### config.mk
export PLATFORM = sky130hd
export DESIGN_NAME = tmip_result_collector_flat
export DESIGN_NICKNAME = d
export VERILOG_FILES = /design/src/rtl/tmip_result_collector_pkg.sv /design/src/rtl/tmip_result_collector_if.sv /design/src/rtl/tmip_result_collector_bit_deser.sv /design/src/rtl/tmip_result_collector.sv /design/src/flat_wrapper.sv
export SDC_FILE = /design/constraint.sdc
export NUM_CORES = 1
export LEC_CHECK = 0
export BUFFER_PORTS_ARGS = -buffer_cell sky130_fd_sc_hd__buf_4
export CORE_ASPECT_RATIO = 1.75
export CORE_UTILIZATION = 40
export CTS_CLUSTER_SIZE = 12
export DETAILED_ROUTE_END_ITERATION = 8
export PLACE_DENSITY = 0.69
export SKIP_LAST_GASP = 1
export SYNTH_ARGS = -nofsm -noshare
export SYNTH_HDL_FRONTEND = slang
export SYNTH_HIERARCHICAL = 1
export SYNTH_SLANG_ARGS = --single-unit
### constraint.sdc
create_clock -name clk -period 2.4 [get_ports clk]
set_clock_uncertainty 0.1 [all_clocks]
set_input_delay 0.12 -clock clk [delete_from_list [all_inputs] [get_ports clk]]
set_output_delay 0.12 -clock clk [all_outputs]
set_load 0.02 [all_outputs]
### src/rtl/tmip_result_collector_pkg.sv
// tmip_result_collector_pkg: shared widths, FSM state, size encodings and word-count mapping
package tmip_result_collector_pkg;

    localparam int TMIP_WORD_W = 20;
    localparam int TMIP_IDX_W  = 8;

    // Image-size encodings shared with the TMIP core
    localparam logic [1:0] SIZE_4X4   = 2'd0;
    localparam logic [1:0] SIZE_8X8   = 2'd1;
    localparam logic [1:0] SIZE_16X16 = 2'd2;

    typedef enum logic {IDLE, RECV} state_e;

    // Number of result words in a frame; encoding 3 is treated as 16x16
    function automatic logic [TMIP_IDX_W:0] words_for(input logic [1:0] size);
        return size == SIZE_4X4 ? (TMIP_IDX_W+1)'(16) :
               size == SIZE_8X8 ? (TMIP_IDX_W+1)'(64) : (TMIP_IDX_W+1)'(256);
    endfunction

endpackage

### src/rtl/tmip_result_collector_if.sv
// tmip_result_collector_if: config, serial result stream and parallel word outputs
interface tmip_result_collector_if
    import tmip_result_collector_pkg::*;
#(
    parameter int WORD_W = TMIP_WORD_W,
    parameter int IDX_W  = TMIP_IDX_W
);
    logic              cfg_valid;
    logic [1:0]        cfg_size;
    logic              out_valid;
    logic              out_value;
    logic              word_valid;
    logic [WORD_W-1:0] word_data;
    logic [IDX_W-1:0]  word_idx;
    logic              frame_done;
    logic [WORD_W-1:0] max_value;
    logic [IDX_W-1:0]  max_idx;
    logic              err;

    modport slave (
        input  cfg_valid, cfg_size, out_valid, out_value,
        output word_valid, word_data, word_idx, frame_done, max_value, max_idx, err
    );

    modport master (
        output cfg_valid, cfg_size, out_valid, out_value,
        input  word_valid, word_data, word_idx, frame_done, max_value, max_idx, err
    );
endinterface

### src/rtl/tmip_result_collector_bit_deser.sv
// tmip_result_collector_bit_deser: MSB-first serial-to-parallel with partial-word drop detection
module tmip_result_collector_bit_deser
    import tmip_result_collector_pkg::*;
#(
    parameter int WORD_W = TMIP_WORD_W
) (
    input  logic              clk,
    input  logic              rst_n,
    input  logic              clr_i,
    input  logic              en_i,
    input  logic              bit_valid_i,
    input  logic              bit_i,
    output logic              word_stb_o,
    output logic              drop_stb_o,
    output logic [WORD_W-1:0] word_o
);
    localparam int BCNT_W = $clog2(WORD_W);
    localparam logic [BCNT_W-1:0] LAST = BCNT_W'(WORD_W - 1);

    // The final bit bypasses the register, so only WORD_W-1 bits are stored
    logic [WORD_W-2:0] sr_q, sr_d;
    logic [BCNT_W-1:0] cnt_q, cnt_d;

    assign word_stb_o = en_i & bit_valid_i & (cnt_q == LAST);
    assign drop_stb_o = en_i & ~bit_valid_i & (cnt_q != '0);
    assign word_o     = {sr_q, bit_i};

    // Shift on each valid bit; restart on completed word, dropped word or clear
    always_comb begin
        sr_d  = clr_i | drop_stb_o | word_stb_o ? '0 :
                en_i & bit_valid_i ? {sr_q[WORD_W-3:0], bit_i} : sr_q;
        cnt_d = clr_i | drop_stb_o | word_stb_o ? '0 :
                en_i & bit_valid_i ? cnt_q + 1'b1 : cnt_q;
    end

    // Shift register and bit counter
    always_ff @(posedge clk or negedge rst_n) begin
        if (!rst_n) begin
            sr_q  <= '0;
            cnt_q <= '0;
        end else begin
            sr_q  <= sr_d;
            cnt_q <= cnt_d;
        end
    end
endmodule

### src/rtl/tmip_result_collector.sv
// tmip_result_collector: reassembles TMIP serial results, tracks frame max and flags protocol errors
module tmip_result_collector
    import tmip_result_collector_pkg::*;
#(
    parameter int WORD_W = TMIP_WORD_W,
    parameter int IDX_W  = TMIP_IDX_W
) (
    input logic                     clk,
    input logic                     rst_n,
    tmip_result_collector_if.slave  bus
);
    state_e            state_q;
    logic [IDX_W:0]    wcnt_q, exp_q;
    logic              word_valid_q, frame_done_q, err_q;
    logic [WORD_W-1:0] word_data_q, max_value_q;
    logic [IDX_W-1:0]  word_idx_q, max_idx_q;
    logic              en, word_stb, drop_stb, new_max, last_word;
    logic [WORD_W-1:0] word;

    // A cfg_valid cycle belongs to the new frame, so any coincident bit is ignored
    assign en = (state_q == RECV) & ~bus.cfg_valid;

    tmip_result_collector_bit_deser #(.WORD_W(WORD_W)) u_deser (
        .clk         (clk),
        .rst_n       (rst_n),
        .clr_i       (bus.cfg_valid),
        .en_i        (en),
        .bit_valid_i (bus.out_valid),
        .bit_i       (bus.out_value),
        .word_stb_o  (word_stb),
        .drop_stb_o  (drop_stb),
        .word_o      (word)
    );

    // First word of a frame always loads; later ones only on a strict increase
    always_comb begin
        new_max   = (wcnt_q == '0) | (word > max_value_q);
        last_word = (wcnt_q + 1'b1) == exp_q;
    end

    // Frame FSM with word counter, max tracker and sticky error
    always_ff @(posedge clk or negedge rst_n) begin
        if (!rst_n) begin
            state_q      <= IDLE;
            wcnt_q       <= '0;
            exp_q        <= '0;
            word_valid_q <= 1'b0;
            frame_done_q <= 1'b0;
            err_q        <= 1'b0;
            word_data_q  <= '0;
            word_idx_q   <= '0;
            max_value_q  <= '0;
            max_idx_q    <= '0;
        end else begin
            word_valid_q <= 1'b0;
            frame_done_q <= 1'b0;
            if (bus.cfg_valid) begin
                state_q     <= RECV;
                exp_q       <= (IDX_W+1)'(words_for(bus.cfg_size));
                wcnt_q      <= '0;
                max_value_q <= '0;
                max_idx_q   <= '0;
                err_q       <= 1'b0;
            end else if (state_q == IDLE) begin
                if (bus.out_valid) err_q <= 1'b1;
            end else begin
                if (drop_stb) err_q <= 1'b1;
                if (word_stb) begin
                    word_valid_q <= 1'b1;
                    word_data_q  <= word;
                    word_idx_q   <= wcnt_q[IDX_W-1:0];
                    wcnt_q       <= wcnt_q + 1'b1;
                    if (new_max) begin
                        max_value_q <= word;
                        max_idx_q   <= wcnt_q[IDX_W-1:0];
                    end
                    if (last_word) begin
                        frame_done_q <= 1'b1;
                        state_q      <= IDLE;
                    end
                end
            end
        end
    end

    assign bus.word_valid = word_valid_q;
    assign bus.word_data  = word_data_q;
    assign bus.word_idx   = word_idx_q;
    assign bus.frame_done = frame_done_q;
    assign bus.max_value  = max_value_q;
    assign bus.max_idx    = max_idx_q;
    assign bus.err        = err_q;
endmodule
### src/flat_wrapper.sv
// flat-port wrapper written by rule: the top's interface ports become plain ports
module tmip_result_collector_flat import tmip_result_collector_pkg::*;
#(
    parameter int WORD_W = TMIP_WORD_W,
    parameter int IDX_W  = TMIP_IDX_W
)
  (clk, rst_n, bus_cfg_valid, bus_cfg_size, bus_out_valid, bus_out_value, bus_word_valid, bus_word_data, bus_word_idx, bus_frame_done, bus_max_value, bus_max_idx, bus_err);
  tmip_result_collector_if #(.WORD_W(WORD_W), .IDX_W(IDX_W)) bus_i ();
  input logic clk;
  input logic rst_n;
  input wire logic [$bits(bus_i.cfg_valid)-1:0] bus_cfg_valid;
  input wire logic [$bits(bus_i.cfg_size)-1:0] bus_cfg_size;
  input wire logic [$bits(bus_i.out_valid)-1:0] bus_out_valid;
  input wire logic [$bits(bus_i.out_value)-1:0] bus_out_value;
  output wire logic [$bits(bus_i.word_valid)-1:0] bus_word_valid;
  output wire logic [$bits(bus_i.word_data)-1:0] bus_word_data;
  output wire logic [$bits(bus_i.word_idx)-1:0] bus_word_idx;
  output wire logic [$bits(bus_i.frame_done)-1:0] bus_frame_done;
  output wire logic [$bits(bus_i.max_value)-1:0] bus_max_value;
  output wire logic [$bits(bus_i.max_idx)-1:0] bus_max_idx;
  output wire logic [$bits(bus_i.err)-1:0] bus_err;
  assign bus_i.cfg_valid = bus_cfg_valid;
  assign bus_i.cfg_size = bus_cfg_size;
  assign bus_i.out_valid = bus_out_valid;
  assign bus_i.out_value = bus_out_value;
  assign bus_word_valid = bus_i.word_valid;
  assign bus_word_data = bus_i.word_data;
  assign bus_word_idx = bus_i.word_idx;
  assign bus_frame_done = bus_i.frame_done;
  assign bus_max_value = bus_i.max_value;
  assign bus_max_idx = bus_i.max_idx;
  assign bus_err = bus_i.err;
  tmip_result_collector #(.WORD_W(WORD_W), .IDX_W(IDX_W)) u_core (.clk(clk), .rst_n(rst_n), .bus(bus_i));
endmodule
[After elaboration in Yosys (flattened, before gate mapping)]
Cells that the tools add are included.
Word-level totals
  word-level logic and storage cells: 73
  register bits after elaboration: 102
Cells by class
  add/subtract/negate cells: 2
  reductions and logical operators: 12
  bitwise logic cells: 10
  mux-type cells: 32
  equal/unequal tests: 4
  magnitude comparators: 1
Operators with widths (number)
  $mux W20: 4
  $mux W9: 5
  $mux W19: 2
  $mux W8: 4
  $gt A20 B20 Y1: 1
  $mux W1: 15
  $mux W5: 2
  $add A9 B1 Y9 const B: 1
  $eq A9 B9 Y1: 1
  $logic_not A9 Y1: 1
  $reduce_bool A2 Y1: 4
  $reduce_and A3 Y1: 2
  $add A5 B1 Y5 const B: 1
  $and A1 B1 Y1: 5
  $eq A5 B5 Y1 const B: 1
  $reduce_bool A5 Y1: 1
  $reduce_and A2 Y1: 2
  $ne A3 B3 Y1 const B: 1
  $or A1 B1 Y1: 3
  $reduce_bool A3 Y1: 1
  $eq A2 B1 Y1 const B: 1
  $logic_not A2 Y1: 1
  $not A1 Y1: 2

[Logic depth before layout (Yosys ltp)]
  word-level depth: 7
  gate-level depth with buffers: 14
  mapped depth without buffers: 9

[Hierarchy]
Netlist, hierarchy kept.
By module, submodules not included
  tmip_result_collector: cells each 391, area an instance 3784.9 um2, sequential area each 1801.7 um2, instances 1
  tmip_result_collector_bit_deser: cells each 119, area an instance 1076.0 um2, sequential area each 600.6 um2, instances 1

[Least setup slack after synthesis]
Ideal clock, no wire load.
  path type: register -> register
  from: reg u_core.max_value_q[19] (netlist: u_core/bus.max_value[19])
  to: reg u_core.max_value_q[10] (netlist: u_core/bus.max_value[10])
  cell stages (with the launch flop): 10
  arrival: 2.171 ns
  clock period less this slack: 2.397 ns
  slack: 0.003 ns
  path buffers: 1
  cell sequence: dfrtp_1 > inv_1 > ha_1 > nand4_4 > nor4_4 > a21boi_2 > nand3b_4 > nor2_4 > buf_6 > a221o_1
On the way
  longest elaborated chain between the ends: 4
Ends and longest elaborated chain
  start, declared: line tmip_result_collector.sv:15  | logic [WORD_W-1:0] word_data_q, max_value_q;
  start signal, assigned: line tmip_result_collector.sv:74  | max_value_q <= word;
  $gt A20 B20 Y1: line tmip_result_collector.sv:37  | new_max = (wcnt_q == '0) | (word > max_value_q);
  $or A1 B1 Y1: line tmip_result_collector.sv:37
  $reduce_bool A2 Y1 (no source line)
  $reduce_and A3 Y1 (no source line)
Every way passes these cells.
A chain may end at the register's enable or synchronous reset.

[Worst setup path after layout]
  from: reg u_core.max_value_q[5] (netlist: u_core/bus.max_value[5])
  to: reg u_core.max_idx_q[0] (netlist: u_core/bus.max_idx[0])
On the way
  longest elaborated chain between the ends: 4
Ends and longest elaborated chain
  $gt A20 B20 Y1: line tmip_result_collector.sv:37
  $or A1 B1 Y1: line tmip_result_collector.sv:37
  $reduce_bool A2 Y1 (no source line)
  $reduce_and A3 Y1 (no source line)
  end signal, assigned: line tmip_result_collector.sv:75  | max_idx_q <= wcnt_q[IDX_W-1:0];
  end, declared: line tmip_result_collector.sv:16  | logic [IDX_W-1:0] word_idx_q, max_idx_q;
Every way passes these cells.

==> flow_summary.ini <==
[cells_and_area]
fin_nets = 663
areaGrowthSynthToFinish_pct = 31.04
final_util_pct = 54.39
nFillCells = 1039
final_cell_mix = nand2_1, buf_4, dfrtp_1
layout-drive-gt1-share_pct = 28.14
diodes = 0
layout_commonest_cell = nand2_1
postLayoutCellArea_sq_um = 6370

[sta]
hold_viol = 0
worst_hold_slack_ns = 0.06338
slew_violations = 0
period_share_pct = 99.55
worstMarginPinSlew_ns = 0.6304
slew-limit-headroom_pct = 57.97
rsz0062_at_grt = true
setup_viol = 0
min_period_ns = 2.389
layout_setup_ws_ns = 0.01081
fmax_mhz = 418.6

[floorplanning]
dieArea_sq_um = 12610
initial_core_util_pct = 41.51
die_w_um = 85.33
io_pins = 66
coreArea_sq_um = 11710
die_h_um = 147.8
rows = 52

[power]
seqPwrFrac_pct = 50.2
power.share.clock_pct = 45.3
leakage_nw = 3.167
switching_share_pct = 21.29
pwr_density_cell_nw_per_um2 = 511.3
power_mw = 3.257
p_comb_share_pct = 4.5
intPower_mw = 2.563
peakVddDrop_mv = 0.3346
p_switching_mw = 0.6933

[synthesis]
synth.avg_cell_area_sq_um = 9.531
ys_seq_area_share_pct = 49.42
yosys_warnings = 6
syn_nets = 541
synthArstFlopShare_pct = 100.0
synthCells = 510
ys_seq_elements = 96
synth-edff-count = 0
ys_types = 54
syn_area_sq_um = 4861
ys.flop_type = dfrtp_1

[routing]
routed.top_layer = met4
post_drt_wl_per_cell_um = 16.39
wirelength_mm = 12.63
wl_met3_um = 502
drtAntennaViolNets = 0
met1_length_mm = 5.069
drt_first_iter_violations = 296
wl_met2_mm = 6.619
drc = 0
vias = 4151
firstDrtPassIters = 5
vias_per_cell = 5.384

[clocking]
clockBufferDepth = 2
clock_latency_ns = 0.34
h-tree-depth = 3
root_buffer = clkbuf_16
cts_sinks = 96
clkTransAtPathRegs_ns = 0.06
numCtsBuffers = 9
tritoncts = built

[placement]
port_buffers = 65
place_area_sq_um = 5907
place_hpwl_mm = 8.768
place_ws_ns = -0.1218
gp_routability_congestion = 0.7864

[setup_path]
worstPathRequired_ns = 2.52
cp_data_arrival_time_ns = 2.51
critPathCaptureType = flip-flop
worstSetupStartpointType = flip-flop
path_cells = inv_1 -> ha_1 -> nand4_1 -> nor4_4 -> a21boi_2 -> nand3b_4 -> nor2_4 -> buf_6 -> a221o_2
path_class = reg -> reg
critPathTopFamily = simple AND/OR/NAND/NOR gates
crit_slowest_cell = dfrtp_1
slowest_delay_ns = 0.35
worst-path-buf-inv = 2
path_max_fanout = 4

[run]
drv_cap = 0

[outcome]
outcome = completed

[grt]
grt_usage_pct = 21.03
antenna_found_initial = 0
grt-ovfl-total = 0
grt_pass1_wl_mm = 20.56
grt_start_max_net_pins = 50
grt_pass1_vias = 4144

[min_path]
hold_class = in -> reg
## worst reg2reg max path, delay by kind of cell, from the launching register on
family	cells	cell delay, ns
adders and majority gates	1	0.30
buffers and inverters	2	0.19
AOI/OAI and AO/OA	2	0.57
and+or+nand+nor	4	0.76
DFF	1	0.35
## layer usage
| layer | GRT usage (%) | vias to the layer above |
|---|---|---|
| li1 | - | 1978 |
| met1 | 25.48 | 2007 |
| met2 | 36.65 | 133 |
| met3 | 3.183 | 33 |
| met4 | 9.417 | 0 |
| met5 | 0 | - |
## worst paths after layout
check	from	end	slack, ns	depth (start not counted)
setup / recovery	u_core/bus.max_value[5]$_DFFE_PN0P_	u_core/bus.max_idx[0]$_DFFE_PN0P_	0.01	9
hold / removal	bus_cfg_size[0]	u_core/exp_q[4]$_DFFE_PN0P_	0.06	3
setup reg to reg	u_core/bus.max_value[5]$_DFFE_PN0P_	u_core/bus.max_idx[0]$_DFFE_PN0P_	0.01	9
hold reg to reg	u_core/bus.word_data[13]$_DFFE_PN0P_	u_core/bus.word_data[13]$_DFFE_PN0P_	0.38	2
max in group asynchronous	rst_n	u_core/u_deser/sr_q[5]$_DFFE_PN0P_	1.27	3
min in group asynchronous	rst_n	u_core/wcnt_q[8]$_DFFE_PN0P_	0.24	2
## power groups by stage
stage | Combinational, mW | Clock [mW] | Sequential [mW]
after floorplan | 0.0718 | 0 | 1.66
after global placement | 0.135 | 0 | 1.66
after detailed placement | 0.141 | 0 | 1.66
after CTS | 0.148 | 1.50 | 1.63
after global routing | 0.166 | 1.58 | 1.63
final | 0.147 | 1.48 | 1.63
## per-stage QoR
stage	TNS [ns]	cells
after CTS	0	768
after global routing	-1.604	771
after detailed placement	-0.9023	748
final	0	771
after global placement	-0.09154	748
after floorplan	0	510
## what timing repair did
item | 4_1_cts | 5_1_grt
gates cloned | 0 | 1
buffers inserted | 1 | 2
setup endpoints to repair | 21 | 28
gates resized for setup | 4 | 10
endpoints found under the hold margin | 51 | 0
hold buffers | 4 | 0
pin swaps | 1 | 21
## final cells by class
| type | count | area (sq um) | area share (%) |
|---|---|---|---|
| clock buffers | 13 | 270.3 | 4.243 |
| clock inverters | 2 | 37.54 | 0.5893 |
| inverters | 29 | 108.9 | 1.709 |
| multi-input cells | 355 | 2250 | 35.32 |
| flip-flops and latches | 96 | 2404 | 37.73 |
| well taps | 135 | 168.9 | 2.652 |
| repair buffers | 141 | 1131 | 17.76 |
## synth_stat cells (all sizes together), types with 3 or more instances
library cell | count | area (sq um)
a21oi | 34 | 170.2
nand3b | 3 | 35.03
a22o | 6 | 52.55
nand4 | 7 | 71.31
xor2 | 11 | 96.34
nand2 | 139 | 521.8
a221o | 14 | 143.9
nor2b | 5 | 31.28
o21ai | 10 | 50.04
nand3 | 5 | 25.02
xnor2 | 5 | 43.79
nor4 | 4 | 55.05
ha | 24 | 300.3
buf | 18 | 113.9
clkbuf | 12 | 45.04
dfrtp | 96 | 2402
and2 | 3 | 18.77
a32o | 7 | 70.07
a22oi | 14 | 105.1
nor2 | 37 | 146.4
inv | 29 | 108.9
## sequential cells by signal, summed over array words and instances (netlist names)
signal / flops
u_core/state_q: 1
u_core/bus.frame_done: 1
u_core/u_deser/cnt_q: 5
u_core/u_deser/sr_q: 19
u_core/exp_q: 3
u_core/bus.word_valid: 1
u_core/bus.word_idx: 8
u_core/bus.word_data: 20
u_core/bus.err: 1
u_core/bus.max_value: 20
u_core/bus.max_idx: 8
u_core/wcnt_q: 9
## cell families after synthesis
| kind of cell | count (synthesis) | synth area share [%] |
|---|---|---|
| and+or+nand+nor | 214 | 20.62 |
| AOI/OAI and AO/OA | 99 | 14.93 |
| DFF | 96 | 49.42 |
| buffers and inverters | 59 | 5.508 |
| adders and majority gates | 24 | 6.178 |
| xor gates and xnor gates | 16 | 2.883 |
| muxes | 2 | 0.4633 |
No activity file was read; power rests on OpenSTA's default activity.
